## config.mk

```make
export PLATFORM = sky130hd
export DESIGN_NAME = mac_share_ctrl
export DESIGN_NICKNAME = d
export VERILOG_FILES = /design/src/rtl/mac_sched_pkg.sv /design/src/rtl/mac_job_seq.sv /design/src/rtl/mac_share_ctrl.sv
export SDC_FILE = /design/constraint.sdc
export NUM_CORES = 1
export LEC_CHECK = 0
export CELL_PAD_IN_SITES_DETAIL_PLACEMENT = 2
export CELL_PAD_IN_SITES_GLOBAL_PLACEMENT = 2
export CORE_AREA = 2 2 146 91
export CTS_CLUSTER_DIAMETER = 30
export DETAILED_ROUTE_END_ITERATION = 10
export DIE_AREA = 0 0 148 93
export GPL_TIMING_DRIVEN = 0
export PLACE_DENSITY_LB_ADDON = 0.1
export SYNTH_ARGS = -nofsm -noshare
export SYNTH_HDL_FRONTEND = slang
export SYNTH_SLANG_ARGS = --single-unit
```

## constraint.sdc

```tcl
create_clock -name clk -period 2.5 [get_ports clk]
set_input_delay 0.5 -clock clk [delete_from_list [all_inputs] [get_ports clk]]
set_output_delay 0.5 -clock clk [all_outputs]
set_load 0.01 [all_outputs]
```

## src/rtl/mac_sched_pkg.sv

```systemverilog
// Shared definitions for the MAC bank scheduler: owner FSM encoding,
// default job lengths / DSP latency, and layer index constants.
package mac_sched_pkg;

    // Owner of the shared DSP group (IDLE/CONV/FC1) or transition in progress.
    typedef enum logic [1:0] {
        IDLE  = 2'd0,
        CONV  = 2'd1,
        FC1   = 2'd2,
        DRAIN = 2'd3
    } owner_state_e;

    localparam int MAC_LAT_DEF   = 3;
    localparam int CONV1_LEN_DEF = 25;
    localparam int CONV2_LEN_DEF = 25;
    localparam int FC1_LEN_DEF   = 400;
    localparam int FC2_LEN_DEF   = 120;
    localparam int FC3_LEN_DEF   = 84;
    localparam int CNT_W_DEF     = 9;

    localparam int NUM_LAYERS = 5;
    localparam int L_CONV1    = 0;
    localparam int L_CONV2    = 1;
    localparam int L_FC1      = 2;
    localparam int L_FC2      = 3;
    localparam int L_FC3      = 4;

    // Width of a counter that must reach lat-1 (at least one bit).
    function automatic int drain_w(input int lat);
        return (lat > 1) ? $clog2(lat) : 1;
    endfunction

endpackage

```

## src/rtl/mac_job_seq.sv

```systemverilog
// Per-layer job sequencer: counts 0..len-1 while feeding, flags the first
// (clear/grant) and last feed cycles, and delays the last-feed flag by
// MAC_LAT cycles to produce the done pulse when the bank P output is final.
module mac_job_seq
    import mac_sched_pkg::*;
#(
    parameter int MAC_LAT = MAC_LAT_DEF,
    parameter int CNT_W   = CNT_W_DEF
) (
    input  logic             clk,
    input  logic             rst_n,
    input  logic             start,
    input  logic [CNT_W-1:0] len,
    output logic             feed,
    output logic             clr,
    output logic             last,
    output logic             done,
    output logic             busy
);

    logic             active_q, active_d;
    logic [CNT_W-1:0] cnt_q, cnt_d;
    logic [MAC_LAT-1:0] dl_q, dl_d;

    assign feed = active_q;
    assign clr  = active_q && (cnt_q == '0);
    assign last = active_q && (cnt_q == (len - CNT_W'(1)));
    assign done = dl_q[MAC_LAT-1];
    assign busy = active_q | (|dl_q);

    // Job counter: a start (even on the last feed cycle) restarts at zero with no bubble.
    always_comb begin
        active_d = active_q;
        cnt_d    = cnt_q;
        if (start) begin
            active_d = 1'b1;
            cnt_d    = '0;
        end else if (last) begin
            active_d = 1'b0;
            cnt_d    = '0;
        end else if (active_q) begin
            cnt_d = cnt_q + CNT_W'(1);
        end
    end

    // Done delay line: the last-feed flag travels MAC_LAT stages to match the DSP pipe.
    always_comb begin
        dl_d    = '0;
        dl_d[0] = last;
        for (int i = 1; i < MAC_LAT; i++) begin
            dl_d[i] = dl_q[i-1];
        end
    end

    // State registers; reset drops any in-flight job and its pending done.
    always_ff @(posedge clk or negedge rst_n) begin
        if (!rst_n) begin
            active_q <= 1'b0;
            cnt_q    <= '0;
            dl_q     <= '0;
        end else begin
            active_q <= active_d;
            cnt_q    <= cnt_d;
            dl_q     <= dl_d;
        end
    end

endmodule

```

## src/rtl/mac_share_ctrl.sv

```systemverilog
// Shared DSP MAC bank scheduler. Arbitrates the shared DSP group between the
// conv side (conv1+conv2, concurrent) and fc1 with round-robin on contention,
// drives the bank sel, and sequences all five layers through mac_job_seq.
// Build option: MAC_SHARE_NODRAIN_EN skips the MAC_LAT drain on a side switch.
module mac_share_ctrl
    import mac_sched_pkg::*;
#(
    parameter int MAC_LAT   = MAC_LAT_DEF,
    parameter int CONV1_LEN = CONV1_LEN_DEF,
    parameter int CONV2_LEN = CONV2_LEN_DEF,
    parameter int FC1_LEN   = FC1_LEN_DEF,
    parameter int FC2_LEN   = FC2_LEN_DEF,
    parameter int FC3_LEN   = FC3_LEN_DEF,
    parameter int CNT_W     = CNT_W_DEF
) (
    input  logic clk,
    input  logic rst_n,
    input  logic conv1_req,
    input  logic conv2_req,
    input  logic fc1_req,
    input  logic fc2_req,
    input  logic fc3_req,
    output logic conv1_gnt,
    output logic conv2_gnt,
    output logic fc1_gnt,
    output logic fc2_gnt,
    output logic fc3_gnt,
    output logic conv1_feed,
    output logic conv2_feed,
    output logic fc1_feed,
    output logic fc2_feed,
    output logic fc3_feed,
    output logic conv1_clr,
    output logic conv2_clr,
    output logic fc1_clr,
    output logic fc2_clr,
    output logic fc3_clr,
    output logic conv1_done,
    output logic conv2_done,
    output logic fc1_done,
    output logic fc2_done,
    output logic fc3_done,
    output logic sel,
    output logic busy
);

    localparam int DRW = drain_w(MAC_LAT);

    logic [NUM_LAYERS-1:0] req_v, start_v, feed_v, clr_v, last_v, done_v, busy_v;
    logic [CNT_W-1:0]      len_v [NUM_LAYERS];
    logic [NUM_LAYERS-1:0] free_v;

    owner_state_e   state_q, state_d;
    logic           sel_q, sel_d;
    logic [DRW-1:0] drain_cnt_q, drain_cnt_d;

    logic conv_req, fc1_wait, conv_cont, fc1_cont, do_switch;

    assign req_v = {fc3_req, fc2_req, fc1_req, conv2_req, conv1_req};

    assign len_v[L_CONV1] = CNT_W'(CONV1_LEN);
    assign len_v[L_CONV2] = CNT_W'(CONV2_LEN);
    assign len_v[L_FC1]   = CNT_W'(FC1_LEN);
    assign len_v[L_FC2]   = CNT_W'(FC2_LEN);
    assign len_v[L_FC3]   = CNT_W'(FC3_LEN);

    genvar gi;
    generate
        for (gi = 0; gi < NUM_LAYERS; gi++) begin : g_seq
            mac_job_seq #(
                .MAC_LAT (MAC_LAT),
                .CNT_W   (CNT_W)
            ) u_seq (
                .clk   (clk),
                .rst_n (rst_n),
                .start (start_v[gi]),
                .len   (len_v[gi]),
                .feed  (feed_v[gi]),
                .clr   (clr_v[gi]),
                .last  (last_v[gi]),
                .done  (done_v[gi]),
                .busy  (busy_v[gi])
            );
        end
    endgenerate

    // A layer can take a new job next cycle when idle or on its final feed cycle.
    assign free_v = ~feed_v | last_v;

    assign conv_req  = req_v[L_CONV1] | req_v[L_CONV2];
    assign fc1_wait  = req_v[L_FC1];
    // A job on that side is still feeding after this cycle.
    assign conv_cont = (feed_v[L_CONV1] & ~last_v[L_CONV1]) |
                       (feed_v[L_CONV2] & ~last_v[L_CONV2]);
    assign fc1_cont  = feed_v[L_FC1] & ~last_v[L_FC1];

    // Owner FSM next state, grant decisions and sel; fc2/fc3 are never arbitrated.
    always_comb begin
        state_d     = state_q;
        sel_d       = sel_q;
        drain_cnt_d = drain_cnt_q;
        do_switch   = 1'b0;
        start_v     = '0;
        start_v[L_FC2] = req_v[L_FC2] & free_v[L_FC2];
        start_v[L_FC3] = req_v[L_FC3] & free_v[L_FC3];

        case (state_q)
            IDLE: begin
                if (sel_q) begin
                    if (conv_req) begin
                        start_v[L_CONV1] = req_v[L_CONV1] & free_v[L_CONV1];
                        start_v[L_CONV2] = req_v[L_CONV2] & free_v[L_CONV2];
                        state_d = CONV;
                    end else if (fc1_wait) begin
                        do_switch = 1'b1;
                    end
                end else begin
                    if (fc1_wait) begin
                        start_v[L_FC1] = free_v[L_FC1];
                        state_d = FC1;
                    end else if (conv_req) begin
                        do_switch = 1'b1;
                    end
                end
            end
            CONV: begin
                // fc1 waiting: no new conv grants, hand over once conv feeding ends.
                if (fc1_wait) begin
                    if (!conv_cont) do_switch = 1'b1;
                end else begin
                    start_v[L_CONV1] = req_v[L_CONV1] & free_v[L_CONV1];
                    start_v[L_CONV2] = req_v[L_CONV2] & free_v[L_CONV2];
                    if (!conv_cont && !start_v[L_CONV1] && !start_v[L_CONV2])
                        state_d = IDLE;
                end
            end
            FC1: begin
                if (conv_req) begin
                    if (!fc1_cont) do_switch = 1'b1;
                end else begin
                    start_v[L_FC1] = fc1_wait & free_v[L_FC1];
                    if (!fc1_cont && !start_v[L_FC1])
                        state_d = IDLE;
                end
            end
            DRAIN: begin
                // sel already points at the new owner; grant it on the last drain cycle.
                if (drain_cnt_q == DRW'(MAC_LAT - 1)) begin
                    if (sel_q && conv_req) begin
                        start_v[L_CONV1] = req_v[L_CONV1];
                        start_v[L_CONV2] = req_v[L_CONV2];
                        state_d = CONV;
                    end else if (!sel_q && fc1_wait) begin
                        start_v[L_FC1] = 1'b1;
                        state_d = FC1;
                    end else begin
                        state_d = IDLE;
                    end
                end else begin
                    drain_cnt_d = drain_cnt_q + DRW'(1);
                end
            end
            default: state_d = IDLE;
        endcase

        if (do_switch) begin
            sel_d = ~sel_q;
`ifdef MAC_SHARE_NODRAIN_EN
            state_d = sel_q ? FC1 : CONV;
`else
            state_d     = DRAIN;
            drain_cnt_d = '0;
`endif
        end
    end

    // Owner FSM registers; sel resets to conv ownership.
    always_ff @(posedge clk or negedge rst_n) begin
        if (!rst_n) begin
            state_q     <= IDLE;
            sel_q       <= 1'b1;
            drain_cnt_q <= '0;
        end else begin
            state_q     <= state_d;
            sel_q       <= sel_d;
            drain_cnt_q <= drain_cnt_d;
        end
    end

    assign sel  = sel_q;
    assign busy = |busy_v;

    assign conv1_gnt  = clr_v[L_CONV1];
    assign conv2_gnt  = clr_v[L_CONV2];
    assign fc1_gnt    = clr_v[L_FC1];
    assign fc2_gnt    = clr_v[L_FC2];
    assign fc3_gnt    = clr_v[L_FC3];
    assign conv1_clr  = clr_v[L_CONV1];
    assign conv2_clr  = clr_v[L_CONV2];
    assign fc1_clr    = clr_v[L_FC1];
    assign fc2_clr    = clr_v[L_FC2];
    assign fc3_clr    = clr_v[L_FC3];
    assign conv1_feed = feed_v[L_CONV1];
    assign conv2_feed = feed_v[L_CONV2];
    assign fc1_feed   = feed_v[L_FC1];
    assign fc2_feed   = feed_v[L_FC2];
    assign fc3_feed   = feed_v[L_FC3];
    assign conv1_done = done_v[L_CONV1];
    assign conv2_done = done_v[L_CONV2];
    assign fc1_done   = done_v[L_FC1];
    assign fc2_done   = done_v[L_FC2];
    assign fc3_done   = done_v[L_FC3];

endmodule
```

==> flow_summary.ini, run 1 <==
[global_route]
grt_pass1_vias = 3390
gr-total-overflow = 0
grt_first_pass_wirelength_um = 18300
gr-usage-all-layers_pct = 17.0
grt_max_degree = 41
antenna_found_initial = 0

[finish]
post-route-util_pct = 37.7
layout-drive-gt1-share_pct = 19.0
layout_common_cells = dfrtp_1, nor2_1, nand2_1, nand3_1, buf_4
final_common_cell = dfrtp_1
num_antenna_cells = 0
nets = 460
fin_area_mm2 = 0.00471
syn2layout_area_growth_pct = 28.7
stdcell_count = 617

[clocking]
htreeDepth = 3
cts-root-buf = clkbuf_16
tritoncts = done
clk_latency_ns = 0.33
clk_pin_slew_ns = 0.06
cts_buffer_depth = 2
postCtsHoldBufs = 0
cts_buffers = 9
clock_sinks = 70

[floorplanning]
die_h_um = 93
core_area_mm2 = 0.0125
chipWidth_um = 148
rows = 32
die-area_mm2 = 0.0138
io_pins = 29
start_util_pct = 29.3

[sta]
clock.fmax_ghz = 0.398
slew_violations = 0
fin_hold_ws_ns = 0.109
worst_pin_slew_ns = 0.803
setup_ws_ns = -0.0105
period_minus_slack_ns = 2.51
rsz0062_at_grt = true
tns_ns = -0.0183
skew_ns = 0.00780
slew_headroom_pct = 46.0
period_share_pct = 100
setup_viol = 2
hold_viol = 0

[setup_path]
path_cells = inv_2 -> ha_4 -> or4b_4 -> nor3_4 -> nand2_2 -> nor3_4 -> buf_4 -> buf_6
cp_max_fo = 2
crit_arrival_ns = 2.01
end_kind = output port
cp_num_buf_inv = 3
crit_type = register to output port
cp_top_family = simple AND/OR/NAND/NOR gates
slowest_delay_ns = 0.47
start_kind = register
cpMostUsedCell = nor3_4
cp.required_ns = 2.00
crit_slowest_cell = or4b_4

[yosys]
synth_edf_count = 0
synth.avg_cell_area_um2 = 9.39
synth_warnings = 0
synth_nets = 408
netlist_area_mm2 = 0.00366
synthFlopType = dfrtp_1
synthDistinctLibCells = 54
ys_seq_area_share_pct = 47.8
syn_inst = 390
async_reset_ff_share_pct = 100
ys_ff_latch = 70

[detailed_routing]
route.detailed.drc = 0
viasPerCell = 5.20
ant_nets = 0
wl_um = 10800
avgRoutedWirePerCell_um = 17.4
vias = 3207
dr.first_iter.drc_count = 158
drt_first_pass_iters = 5

[outcome]
violations = negative setup slack
outcome = finished with violations

[placed_design]
dp_cells = 588
post-place-ws_ns = -0.354
place.gp.congestion = 0.745
portBuffers = 27
placed_area_mm2 = 0.00417
hpwl_um = 7750

[power_and_ir_drop]
power_density_mw_per_mm2 = 916
vdd_drop_max_mv = 0.337
p_leak_nw = 2.01
total_power_mw = 4.32

[min_path]
hp-class = input port to async pin

[run]
maxCapViolations = 0
==> routing by layer <==
metal	GRT usage, %	share of wire [%]	vias up	routed length (um)
met1	24.4	52	1656	5600
met4	3.33	0.70	0	75
li1	-	-	1515	-
met3	4.73	2.8	6	304
met5	0	0	-	0
met2	25.6	44	30	4780
==> final timing paths <==
check                                           to                    start  slack [ns]  depth (start not counted)
max                                      conv2_gnt  g_seq[1].u_seq.cnt_q[0]       -0.01                          8
min                        g_seq[4].u_seq.cnt_q[0]                    rst_n        0.11                          1
max reg2reg                g_seq[0].u_seq.cnt_q[7]  g_seq[0].u_seq.cnt_q[1]        0.14                          7
min reg2reg                 g_seq[2].u_seq.dl_q[2]   g_seq[2].u_seq.dl_q[1]        0.37                          0
max in group asynchronous                      sel                    rst_n        1.77                          2
min in group clk            g_seq[2].u_seq.dl_q[2]   g_seq[2].u_seq.dl_q[1]        0.37                          0
==> cells in the mapped netlist, types with 3 or more instances <==
cell type | number | share of area, %
nand2_1 | 35 | 3.6
o31ai_1 | 4 | 0.82
xor2_1 | 9 | 2.2
o21ai_0 | 20 | 2.7
ha_1 | 11 | 3.8
a21o_1 | 4 | 0.82
nand3_1 | 24 | 3.3
inv_1 | 18 | 1.8
or3_1 | 3 | 0.51
nor3_1 | 11 | 1.5
buf_4 | 5 | 1.0
nor4_1 | 10 | 1.7
nor2b_1 | 4 | 0.68
a31o_2 | 3 | 0.72
and3_1 | 10 | 1.7
a31oi_1 | 14 | 2.4
nor2_1 | 38 | 3.9
a221o_1 | 3 | 0.82
a21oi_1 | 17 | 2.3
dfrtp_1 | 69 | 47
xnor2_1 | 4 | 0.96
or4_1 | 3 | 0.61
a41oi_1 | 4 | 0.96
or2_2 | 5 | 0.85
nand2b_1 | 9 | 1.5
clkbuf_1 | 10 | 1.0
nand4_1 | 6 | 1.0
mux2_2 | 3 | 0.92
==> repair_timing <==
item                       CTS  global route
setup endpoints to repair    9            11
pin swaps                    7             7
buffers inserted             9             7
gates resized for setup     46            15
gates cloned                 0             0
==> state kept, by name, summed over array words and instances, names as in the netlist <==
name / cells
g_seq.u_seq.dl_q: 15
g_seq.u_seq.cnt_q: 45
sel: 1
drain_cnt_q: 2
g_seq.u_seq.feed: 5
state_q: 2
==> cell type report <==
type	instances	area (um2)
Buffer	14	80.1
Tap cell	170	213
Clock inverter	4	70.1
Fill cell	1393	7780
Timing Repair Buffer	44	398
Multi-Input combinational cell	285	1880
Inverter	18	67.6
Clock buffer	12	246
Sequential cell	70	1760
==> worst reg2reg max path, stage by stage (launching register included) <==
cell	delay, ns
dfrtp_1	0.39
inv_1	0.07
ha_1	0.13
or4b_4	0.50
o41a_1	0.50
o21a_1	0.19
buf_6	0.15
a221o_1	0.32
==> power breakdown <==
part           switching (mW)  leakage (nW)  total, mW  internal, mW
Clock                   0.482         0.157       1.38         0.898
Sequential              0.279         0.856       1.62          1.35
Combinational           0.686          1.00       1.32         0.629
==> logic make-up (layout without fill, tap and decap cells) <==
group           after synthesis  count (layout)  share of synthesized area (%)
compound gates               87              87                           15.9
xor+xnor                     13              13                           3.11
fa+ha+maj                    11              11                           3.76
buf+inv                      35              92                           4.34
flops                        70              70                           47.8
mux                           4               4                           1.20
simple gates                170             170                           23.9
Power figures use the tool's default switching activity.
==> run 2: changes to the inputs <==
--- a/config.mk
+++ b/config.mk
@@ -13,6 +13,7 @@
 export DIE_AREA = 0 0 148 93
 export GPL_TIMING_DRIVEN = 0
 export PLACE_DENSITY_LB_ADDON = 0.1
+export SLEW_MARGIN = 20
 export SYNTH_ARGS = -nofsm -noshare
 export SYNTH_HDL_FRONTEND = slang
 export SYNTH_SLANG_ARGS = --single-unit
==> results of run 2 <==
No change in the layout: final DEF, timing and power equal those of run 1.
